[src/rtl/stopwatch_ctrl_pkg.sv]
// Shared definitions for the mm:ss stopwatch controller: FSM state
// encoding, BCD digit width and the digit-position layout of the chain.
package stopwatch_ctrl_pkg;

  // Width of one BCD digit.
  localparam int DIGIT_W = 4;

  // Number of digits in the mm:ss chain.
  localparam int NUM_DIGITS = 4;

  // Digit positions inside the chain, least significant first.
  localparam int POS_SO = 0;
  localparam int POS_ST = 1;
  localparam int POS_MO = 2;
  localparam int POS_MT = 3;

  // Controller states; the encoding is fixed so the top level and any
  // debug tap see the same values.
  typedef enum logic [1:0] {
    IDLE  = 2'd0,
    RUN   = 2'd1,
    LAP   = 2'd2,
    PAUSE = 2'd3
  } state_t;

  // Highest legal value of the digit at position pos.  The ones digits
  // always run 0..9; the tens digits take their limit from the caller.
  function automatic int digit_max(input int pos, input int sec_tens_max,
                                   input int min_tens_max);
    int result;
    result = 9;
    if (pos == POS_ST) begin
      result = sec_tens_max;
    end else if (pos == POS_MT) begin
      result = min_tens_max;
    end
    return result;
  endfunction

  // True in the states where the live count is allowed to advance.
  function automatic logic is_counting(input state_t st);
    return (st == RUN) || (st == LAP);
  endfunction

endpackage

[src/rtl/stopwatch_ctrl_digit.sv]
// One BCD digit of the stopwatch carry chain.  Counts 0..MAX_VAL on inc,
// wrapping to 0 and raising carry in the same cycle it wraps.  Any value
// above MAX_VAL (or above 9) is treated as "at the top", so a corrupted
// digit is forced back to 0 with a carry on the next increment.
module bcd_digit
  import stopwatch_ctrl_pkg::*;
#(
  parameter int MAX_VAL = 9
) (
  input  logic               clk,
  input  logic               reset,
  input  logic               clear,
  input  logic               inc,
  output logic [DIGIT_W-1:0] value,
  output logic               carry
);

  localparam logic [DIGIT_W-1:0] TOP = DIGIT_W'(MAX_VAL);
  localparam logic [DIGIT_W-1:0] BCD_MAX = DIGIT_W'(9);

  logic at_top;

  // Wrap condition: at the programmed limit or holding a non-BCD value.
  always_comb begin
    at_top = (value >= TOP) || (value > BCD_MAX);
    carry  = inc && at_top;
  end

  // Digit register: reset/clear to 0, otherwise step on inc.
  always_ff @(posedge clk) begin
    if (reset || clear) begin
      value <= '0;
    end else if (inc) begin
      if (at_top) begin
        value <= '0;
      end else begin
        value <= value + DIGIT_W'(1);
      end
    end
  end

endmodule

[src/rtl/stopwatch_ctrl.sv]
// mm:ss BCD stopwatch controller.  A start/stop/lap/clear FSM gates the
// 1 Hz tick into a four-digit BCD carry chain, keeps a lap snapshot, and
// presents either the live count or the snapshot on registered outputs.
// div_clear re-phases the external 1 Hz divider on every (re)start.
module stopwatch_ctrl
  import stopwatch_ctrl_pkg::*;
#(
  parameter int MIN_TENS_MAX = 5,
  parameter int SEC_TENS_MAX = 5
) (
  input  logic         clk,
  input  logic         reset,
  input  logic         tick,
  input  logic         btn_ss,
  input  logic         btn_lc,
  output logic [3:0]   disp_mt,
  output logic [3:0]   disp_mo,
  output logic [3:0]   disp_st,
  output logic [3:0]   disp_so,
  output logic         running,
  output logic         lap_active,
  output logic         div_clear,
  output logic         wrap
);

  // ---------------------------------------------------------------------
  // FSM state and decoded actions
  // ---------------------------------------------------------------------
  state_t state_reg;
  state_t state_next;

  logic start_pulse;   // entering RUN from IDLE or PAUSE
  logic lap_capture;   // RUN -> LAP, snapshot the live count
  logic clear_all;     // PAUSE -> IDLE, zero live count and lap register
  logic count_en;      // live count advances this edge

  // State register.
  always_ff @(posedge clk) begin
    if (reset) begin
      state_reg <= IDLE;
    end else begin
      state_reg <= state_next;
    end
  end

  // Next-state decode.  btn_ss has priority: when both buttons arrive in
  // the same cycle only the start/stop action is taken.
  always_comb begin
    state_next  = state_reg;
    start_pulse = 1'b0;
    lap_capture = 1'b0;
    clear_all   = 1'b0;
    unique case (state_reg)
      IDLE: begin
        if (btn_ss) begin
          state_next  = RUN;
          start_pulse = 1'b1;
        end
      end
      RUN: begin
        if (btn_ss) begin
          state_next = PAUSE;
        end else if (btn_lc) begin
          state_next  = LAP;
          lap_capture = 1'b1;
        end
      end
      LAP: begin
        if (btn_ss) begin
          state_next = PAUSE;
        end else if (btn_lc) begin
          state_next = RUN;
        end
      end
      PAUSE: begin
        if (btn_ss) begin
          state_next  = RUN;
          start_pulse = 1'b1;
        end else if (btn_lc) begin
          state_next = IDLE;
          clear_all  = 1'b1;
        end
      end
      default: begin
        state_next = IDLE;
      end
    endcase
  end

  // Counting is qualified by the state before the edge, so a tick that
  // coincides with a stop press still counts and one that coincides with
  // a start press does not.
  always_comb begin
    count_en = tick && is_counting(state_reg);
  end

  // ---------------------------------------------------------------------
  // BCD carry chain: position 0 = second ones ... position 3 = minute tens
  // ---------------------------------------------------------------------
  logic [NUM_DIGITS-1:0][DIGIT_W-1:0] live_digits;
  logic [NUM_DIGITS:0]                carry_chain;

  assign carry_chain[0] = count_en;

  generate
    for (genvar gi = 0; gi < NUM_DIGITS; gi++) begin : g_digit
      bcd_digit #(
        .MAX_VAL(digit_max(gi, SEC_TENS_MAX, MIN_TENS_MAX))
      ) u_digit (
        .clk   (clk),
        .reset (reset),
        .clear (clear_all),
        .inc   (carry_chain[gi]),
        .value (live_digits[gi]),
        .carry (carry_chain[gi+1])
      );
    end
  endgenerate

  // ---------------------------------------------------------------------
  // Lap register and rollover flag
  // ---------------------------------------------------------------------
  logic [NUM_DIGITS-1:0][DIGIT_W-1:0] lap_reg;
  logic                               wrap_pend_reg;

  // Lap snapshot takes the pre-increment live value on capture.
  always_ff @(posedge clk) begin
    if (reset || clear_all) begin
      lap_reg <= '0;
    end else if (lap_capture) begin
      lap_reg <= live_digits;
    end
  end

  // Remember a full rollover so the wrap output lines up with the
  // display first showing 00:00.
  always_ff @(posedge clk) begin
    if (reset) begin
      wrap_pend_reg <= 1'b0;
    end else begin
      wrap_pend_reg <= carry_chain[NUM_DIGITS];
    end
  end

  // ---------------------------------------------------------------------
  // Registered outputs
  // ---------------------------------------------------------------------
  logic [NUM_DIGITS-1:0][DIGIT_W-1:0] shown_digits;

  // Display source: frozen lap snapshot while in LAP, else live count.
  always_comb begin
    shown_digits = live_digits;
    if (state_reg == LAP) begin
      shown_digits = lap_reg;
    end
  end

  // Output register stage; everything visible to the top level is a flop.
  always_ff @(posedge clk) begin
    if (reset) begin
      disp_mt    <= '0;
      disp_mo    <= '0;
      disp_st    <= '0;
      disp_so    <= '0;
      running    <= 1'b0;
      lap_active <= 1'b0;
      div_clear  <= 1'b0;
      wrap       <= 1'b0;
    end else begin
      disp_mt    <= shown_digits[POS_MT];
      disp_mo    <= shown_digits[POS_MO];
      disp_st    <= shown_digits[POS_ST];
      disp_so    <= shown_digits[POS_SO];
      running    <= is_counting(state_reg);
      lap_active <= (state_reg == LAP);
      div_clear  <= start_pulse;
      wrap       <= wrap_pend_reg;
    end
  end

endmodule
[config.mk]
export PLATFORM = sky130hd
export DESIGN_NAME = stopwatch_ctrl
export DESIGN_NICKNAME = d
export VERILOG_FILES = /design/src/rtl/stopwatch_ctrl_pkg.sv /design/src/rtl/stopwatch_ctrl_digit.sv /design/src/rtl/stopwatch_ctrl.sv
export SDC_FILE = /design/constraint.sdc
export NUM_CORES = 1
export LEC_CHECK = 0
export CELL_PAD_IN_SITES_DETAIL_PLACEMENT = 0
export CELL_PAD_IN_SITES_GLOBAL_PLACEMENT = 1
export CORE_MARGIN = 10
export CORE_UTILIZATION = 46
export CTS_BUF_LIST = sky130_fd_sc_hd__clkbuf_16
export DETAILED_ROUTE_END_ITERATION = 12
export PLACE_DENSITY_LB_ADDON = 0.1
export SLEW_MARGIN = 20
export SYNTH_ARGS = -nofsm -noshare
export SYNTH_HDL_FRONTEND = slang
export SYNTH_SLANG_ARGS = --single-unit
[constraint.sdc]
create_clock -name clk -period 3.9 [get_ports clk]
set_input_delay 0.78 -clock clk [delete_from_list [all_inputs] [get_ports clk]]
set_output_delay 0.78 -clock clk [all_outputs]
set_load 0.005 [all_outputs]
==> results of run 1 <==
## metal layers
layer  part of all wire (%)  global-route usage [%]
met1                     50                    15.5
met2                     44                    18.4
met3                    4.4                    3.42
met4                    1.5                    4.63
met5                      0                       0
## critical path, stage by stage
cell and delay, ps:
clkdlybuf4s50_1 450, and2_1 330, nand3_4 200, or3_1 520, a31o_2 280
## cell usage after synthesis (all sizes together) (2+ instances only)
library cell,count
inv,14
nor4,2
mux2i,19
nor2b,6
nor3,5
dfxtp,55
and3,2
o311ai,2
and2,2
nand2b,2
o31ai,3
nand2,43
or3,3
buf,7
or3b,2
a21oi,27
nor2,21
clkbuf,7
o21ai,3
ha,17
nor3b,2
nand3,8
## final timing paths
kind / to / slack [ps] / depth (start not counted)
min reg2reg: lap_reg[3]$_SDFFE_PP0P_ / 450 / 2
max reg2reg: g_digit[3].u_digit.value[3]$_SDFFE_PP0P_ / 1570 / 6
max: g_digit[3].u_digit.value[3]$_SDFFE_PP0P_ / 1530 / 5
min: lap_reg[3]$_SDFFE_PP0P_ / 450 / 2
## per-stage QoR
stage	power, mW	cells	hold slack, ps
2_1_floorplan	0.730	264	414
3_3_place_gp	0.774	348	442
3_5_place_dp	0.776	348	448
4_1_cts	1.23	356	458
5_1_grt	1.26	356	472
6_report	1.20	356	455
## report_power, final
group,total (mW),internal [mW],switching (mW)
logic,0.164,0.0724,0.0917
registers,0.596,0.579,0.0168
clock network,0.445,0.240,0.204
total,1.20,0.892,0.313
## logic make-up (layout without fill, tap and decap cells)
| kind of cell | Yosys count | count (layout) |
|---|---|---|
| AO/OA/AOI/OAI | 42 | 42 |
| XOR/XNOR | 2 | 2 |
| buffers and inverters | 28 | 50 |
| AND/OR/NAND/NOR | 101 | 101 |
| adder cells (fa/ha/maj) | 17 | 17 |
| flip-flops | 55 | 55 |
| multiplexers | 19 | 19 |
## area by class of cell
type | count | area [um2] | share of cell area, %
multi-input cells | 181 | 1150 | 40.9
flip-flops and latches | 55 | 1100 | 39.2
repair buffers | 28 | 270 | 9.62
clock buffers | 5 | 125 | 4.45
well taps | 70 | 87.6 | 3.12
inverters | 14 | 52.6 | 1.87
clock inverters | 3 | 25.0 | 0.890
==> impl_metrics.ini, run 1 <==
[status]
run_status = finished clean

[route]
wl_um = 4780
route.detailed.wl_per_inst_um = 13.4
drt_drc_violations_left = 0
route.detailed.vias_per_inst = 5.00
first_iter_violations = 79
detail-route-antenna-nets = 0
detailroute.via_count = 1781
number_of_detailed_route_iterations_in_the_first_pass = 4

[power]
p_leak_nw = 0.995
vdd_drop_max_v = 0.000219
p_per_area_nw_per_um2 = 429

[logic_synthesis]
synth.ff_latch_count = 55
synth-main-ff-cell = dfxtp_1
synth_top_family_by_area = simple AND/OR/NAND/NOR gates
netlist_instances = 264
synth.largest_area_cell = dfxtp_1
post_synth_num_cell_types = 38
synth.net_count = 286
synth-xor-area-share_pct = 0.739
synth.avg_cell_area_um2 = 8.98
post_synth_and_or_nand_nor_area_fraction_pct = 20.2
ys_top_cells_by_area = dfxtp_1 46%, ha_1 9.0%, mux2i_1 8.0%
yosysSeqAreaShare_pct = 46.4
synth.top_cell.area_share_pct = 46.4
synth_fa_ha_area_share_pct = 8.97
number_of_enable_type_register_cells_in_the_synthesized_netlist = 0
synth_mux_area_share_pct = 8.02
synth_compound_gate_area_share_pct = 10.5
yosysWarningCount = 0
post_synth_instance_area_um2 = 2370
asyncSetResetFlopFracSynth_pct = 0

[clocking]
maximum_clock_path_buffer_count = 2
cts_buffers = 5
h-tree-depth = 2
cts.reportedPaths.clkPinSlew_ps = 70
post_cts.resized_instances = 0
ctsRootBufferMaster = clkbuf_16
cts_tree = done
cts_hold_bufs = 0
postCtsSetupBuffers = 0
insertion_delay_of_the_later_clocked_pin_in_the_worst_skew_pair_ps = 290
clock-sinks = 55

[floorplanning]
design.die.area_um2 = 8430
core_area_um2 = 5040
num_rows = 26
io-pin-count = 25
floorplan.initialDensity_pct = 47.0
die_height_um = 91.8
die_width_um = 91.8

[timing]
rsz0062_at_grt = no
finalHoldViolCount = 0
timing.final.max_slew_violations = 0
max_slew.worst_pin.slew_ps = 1030
setup_slack_ps = 1530
slew_headroom_pct = 31.2
worst_clock_skew_ps = 4.80
post-route-period-util_pct = 60.9
final.setup.tns_ps = 0
setup-violations-final = 0
achievable-frequency_mhz = 421
finalWorstPathRequiredPeriod_ps = 2370

[layout]
antenna_cells = 0
drive_gt1_share_pct = 5.59
layout.nets = 307
most-common-layout-cells = 55 x dfxtp_1, 43 x nand2_1, 27 x a21oi_1
layout.cells.most_common = dfxtp_1
layout.filler_cells = 462
stdcell_area_um2 = 2810
area_growth_pct = 18.5
post-route-util_pct = 55.7

[place]
dpl_worst_slack_ps = 1220
placed_cell_area_um2 = 2660
dp_hpwl_um = 3360
gp_congestion = 0.724
placement.io_buffers = 24

[global_routing]
grt_max_degree = 27
grt_overflow_total = 0
first_pass_grt_wire_length_um = 8380
first_global_vias = 1700
number_of_antenna_violations_at_the_first_check_in_global_routing = 0
global_route.usage.total_pct = 12.0

[critical_path]
r2r_start = state_reg[1]$_SDFFE_PP0P_
cp_data_required_time_ps = 4090
timing.setup.critical_path_class = in -> reg
timing.critical_path.from_type = input port
worstSetupEndpointType = register
crit_path_max_fanout = 15
cp.arrival_ps = 2570
startpoint = tick

[hold_path]
worst_hold_startpoint = lap_reg[3]$_SDFFE_PP0P_
hold_path_class = reg -> reg

[flow_run]
timing.max_cap.violations = 0
Power figures use the tool's default switching activity.
==> run 2, diff against run 1 <==
CORE_UTILIZATION = 42   (was 46)
clock period = 2.5 ns   (was 3.9 ns; I/O delays follow)
==> impl_metrics.ini, run 2 (synthesized netlist as in run 1, its figures left out) <==
[route]
route.detailed.wl_per_inst_um = 13.5
number_of_detailed_route_iterations_in_the_first_pass = 4
first_iter_violations = 116
wl_um = 4910
route.detailed.vias_per_inst = 4.94
detail-route-antenna-nets = 0
detailroute.via_count = 1795
drt_drc_violations_left = 0

[critical_path]
crit-reg2reg-capture = g_digit[2].u_digit.value[2]$_SDFFE_PP0N_
crit_chain = inv_1, ha_1, and2_1, nand3_4, buf_4, or4_1, a21oi_1
r2r_setup_slack_ps = 440
crit_slowest_cell = or4_1
cp_top_family = simple AND/OR/NAND/NOR gates
crit_path_max_fanout = 14
critical_path.n_buffers_inverters = 2
timing.setup.critical_path_class = reg -> reg
worstSetupEndpointType = register
cp_data_required_time_ps = 2720
cp.arrival_ps = 2280
timing.critical_path.from_type = register
r2r.worst_path.cells = 7
r2r_start = state_reg[1]$_SDFFE_PP0P_
timing.critical_path.slowest_cell_delay_ps = 470

[clocking]
post_cts.resized_instances = 0
postCtsSetupBuffers = 0
ctsRootBufferMaster = clkbuf_16
maximum_clock_path_buffer_count = 2
cts_tree = done
clock-sinks = 55
cts_hold_bufs = 0
insertion_delay_of_the_later_clocked_pin_in_the_worst_skew_pair_ps = 290
h-tree-depth = 2
cts.reportedPaths.clkPinSlew_ps = 70
cts_buffers = 5

[layout]
area_growth_pct = 20.2
antenna_cells = 0
layout.filler_cells = 533
area_of_the_multi_input_gates_um2 = 1150
post-route-util_pct = 51.7
stdcell_area_um2 = 2850
layout.area.seq_um2 = 1100
drive_gt1_share_pct = 7.22
layout.nets = 312
layout.cells.most_common = dfxtp_1
most-common-layout-cells = 55 x dfxtp_1, 43 x nand2_1, 27 x a21oi_1

[timing]
timing.final.max_slew_violations = 0
rsz0062_at_grt = no
finalHoldViolCount = 0
post-route-period-util_pct = 82.4
final.setup.tns_ps = 0
achievable-frequency_mhz = 486
worst_clock_skew_ps = 4.10
finalWorstPathRequiredPeriod_ps = 2060
max_slew.worst_pin.slew_ps = 593
slew_headroom_pct = 60.4
setup-violations-final = 0

[place]
dp_hpwl_um = 3500
placement.io_buffers = 24
gp_congestion = 0.771
placed_cell_area_um2 = 2700

[hold_path]
timing.hold.worst_endpoint = wrap$_SDFF_PP0_
hold_path_class = reg -> reg
worst_hold_startpoint = wrap_pend_reg$_SDFF_PP0_
whs_path_depth = 1

[status]
run_status = finished clean

[floorplanning]
design.die.area_um2 = 9050
num_rows = 27
floorplan.initialDensity_pct = 43.1
die_height_um = 95.1
die_width_um = 95.1
io-pin-count = 25
core_area_um2 = 5510

[global_routing]
global_route.usage.total_pct = 11.2
first_global_vias = 1610
grt_overflow_total = 0
grt_max_degree = 25
number_of_antenna_violations_at_the_first_check_in_global_routing = 0
first_pass_grt_wire_length_um = 8060

[power]
p_per_area_nw_per_um2 = 666
totalPowerFinal_mw = 1.90
p_leak_nw = 1.02
vdd_drop_max_v = 0.000339

[flow_run]
timing.max_cap.violations = 0
==> run 2: final cells by class <==
| cell class | instances | area share (%) |
|---|---|---|
| clock buffer | 5 | 4.39 |
| inverter | 14 | 1.84 |
| multi-input combinational | 181 | 40.3 |
| clock inverter | 3 | 0.834 |
| tap | 72 | 3.16 |
| sequential | 55 | 38.6 |
| timing repair buffer | 33 | 10.8 |
==> run 2: metal layers <==
layer / up-vias / routed length (um) / track usage (%)
li1: 940 / - / -
met1: 817 / 2580 / 15.4
met2: 32 / 1970 / 16.1
met3: 6 / 282 / 2.91
met4: 0 / 73 / 4.49
met5: - / 0 / 0
==> run 2: worst register-to-register path, cell delays in order, from the launching register on <==
cell and delay, ps:
dfxtp_1 430, inv_1 120, ha_1 320, and2_1 210
nand3_4 90, buf_4 200, or4_1 470, a21oi_1 160
==> run 2: worst max-delay path by stage <==
stage                                    startpoint                                  endpoint  slack [ps]  cells past startpoint
after floorplan           state_reg[0]$_SDFFE_PP0P_  g_digit[3].u_digit.value[3]$_SDFFE_PP0P_         560                      8
after global placement                         tick  g_digit[2].u_digit.value[2]$_SDFFE_PP0N_         390                      6
after detailed placement                       tick  g_digit[2].u_digit.value[2]$_SDFFE_PP0N_         370                      6
after CTS                 state_reg[1]$_SDFFE_PP0P_  g_digit[2].u_digit.value[2]$_SDFFE_PP0N_         460                      7
after global routing      state_reg[1]$_SDFFE_PP0P_  g_digit[2].u_digit.value[2]$_SDFFE_PP0N_         350                      7
final                     state_reg[1]$_SDFFE_PP0P_  g_digit[2].u_digit.value[2]$_SDFFE_PP0N_         440                      7
==> run 2: stage by stage <==
| stage | setup slack, ps | instances | hold slack (ps) |
|---|---|---|---|
| after floorplan | 561 | 264 | 414 |
| after global placement | 393 | 355 | 433 |
| after detailed placement | 369 | 355 | 432 |
| after CTS | 455 | 363 | 449 |
| after global routing | 350 | 363 | 457 |
| final | 441 | 363 | 448 |
==> run 2: power breakdown <==
part	switching [mW]	leakage [nW]	total [mW]	internal (mW)
registers	0.0274	0.444	0.931	0.903
logic	0.148	0.505	0.269	0.120
clock network	0.322	0.0664	0.697	0.375
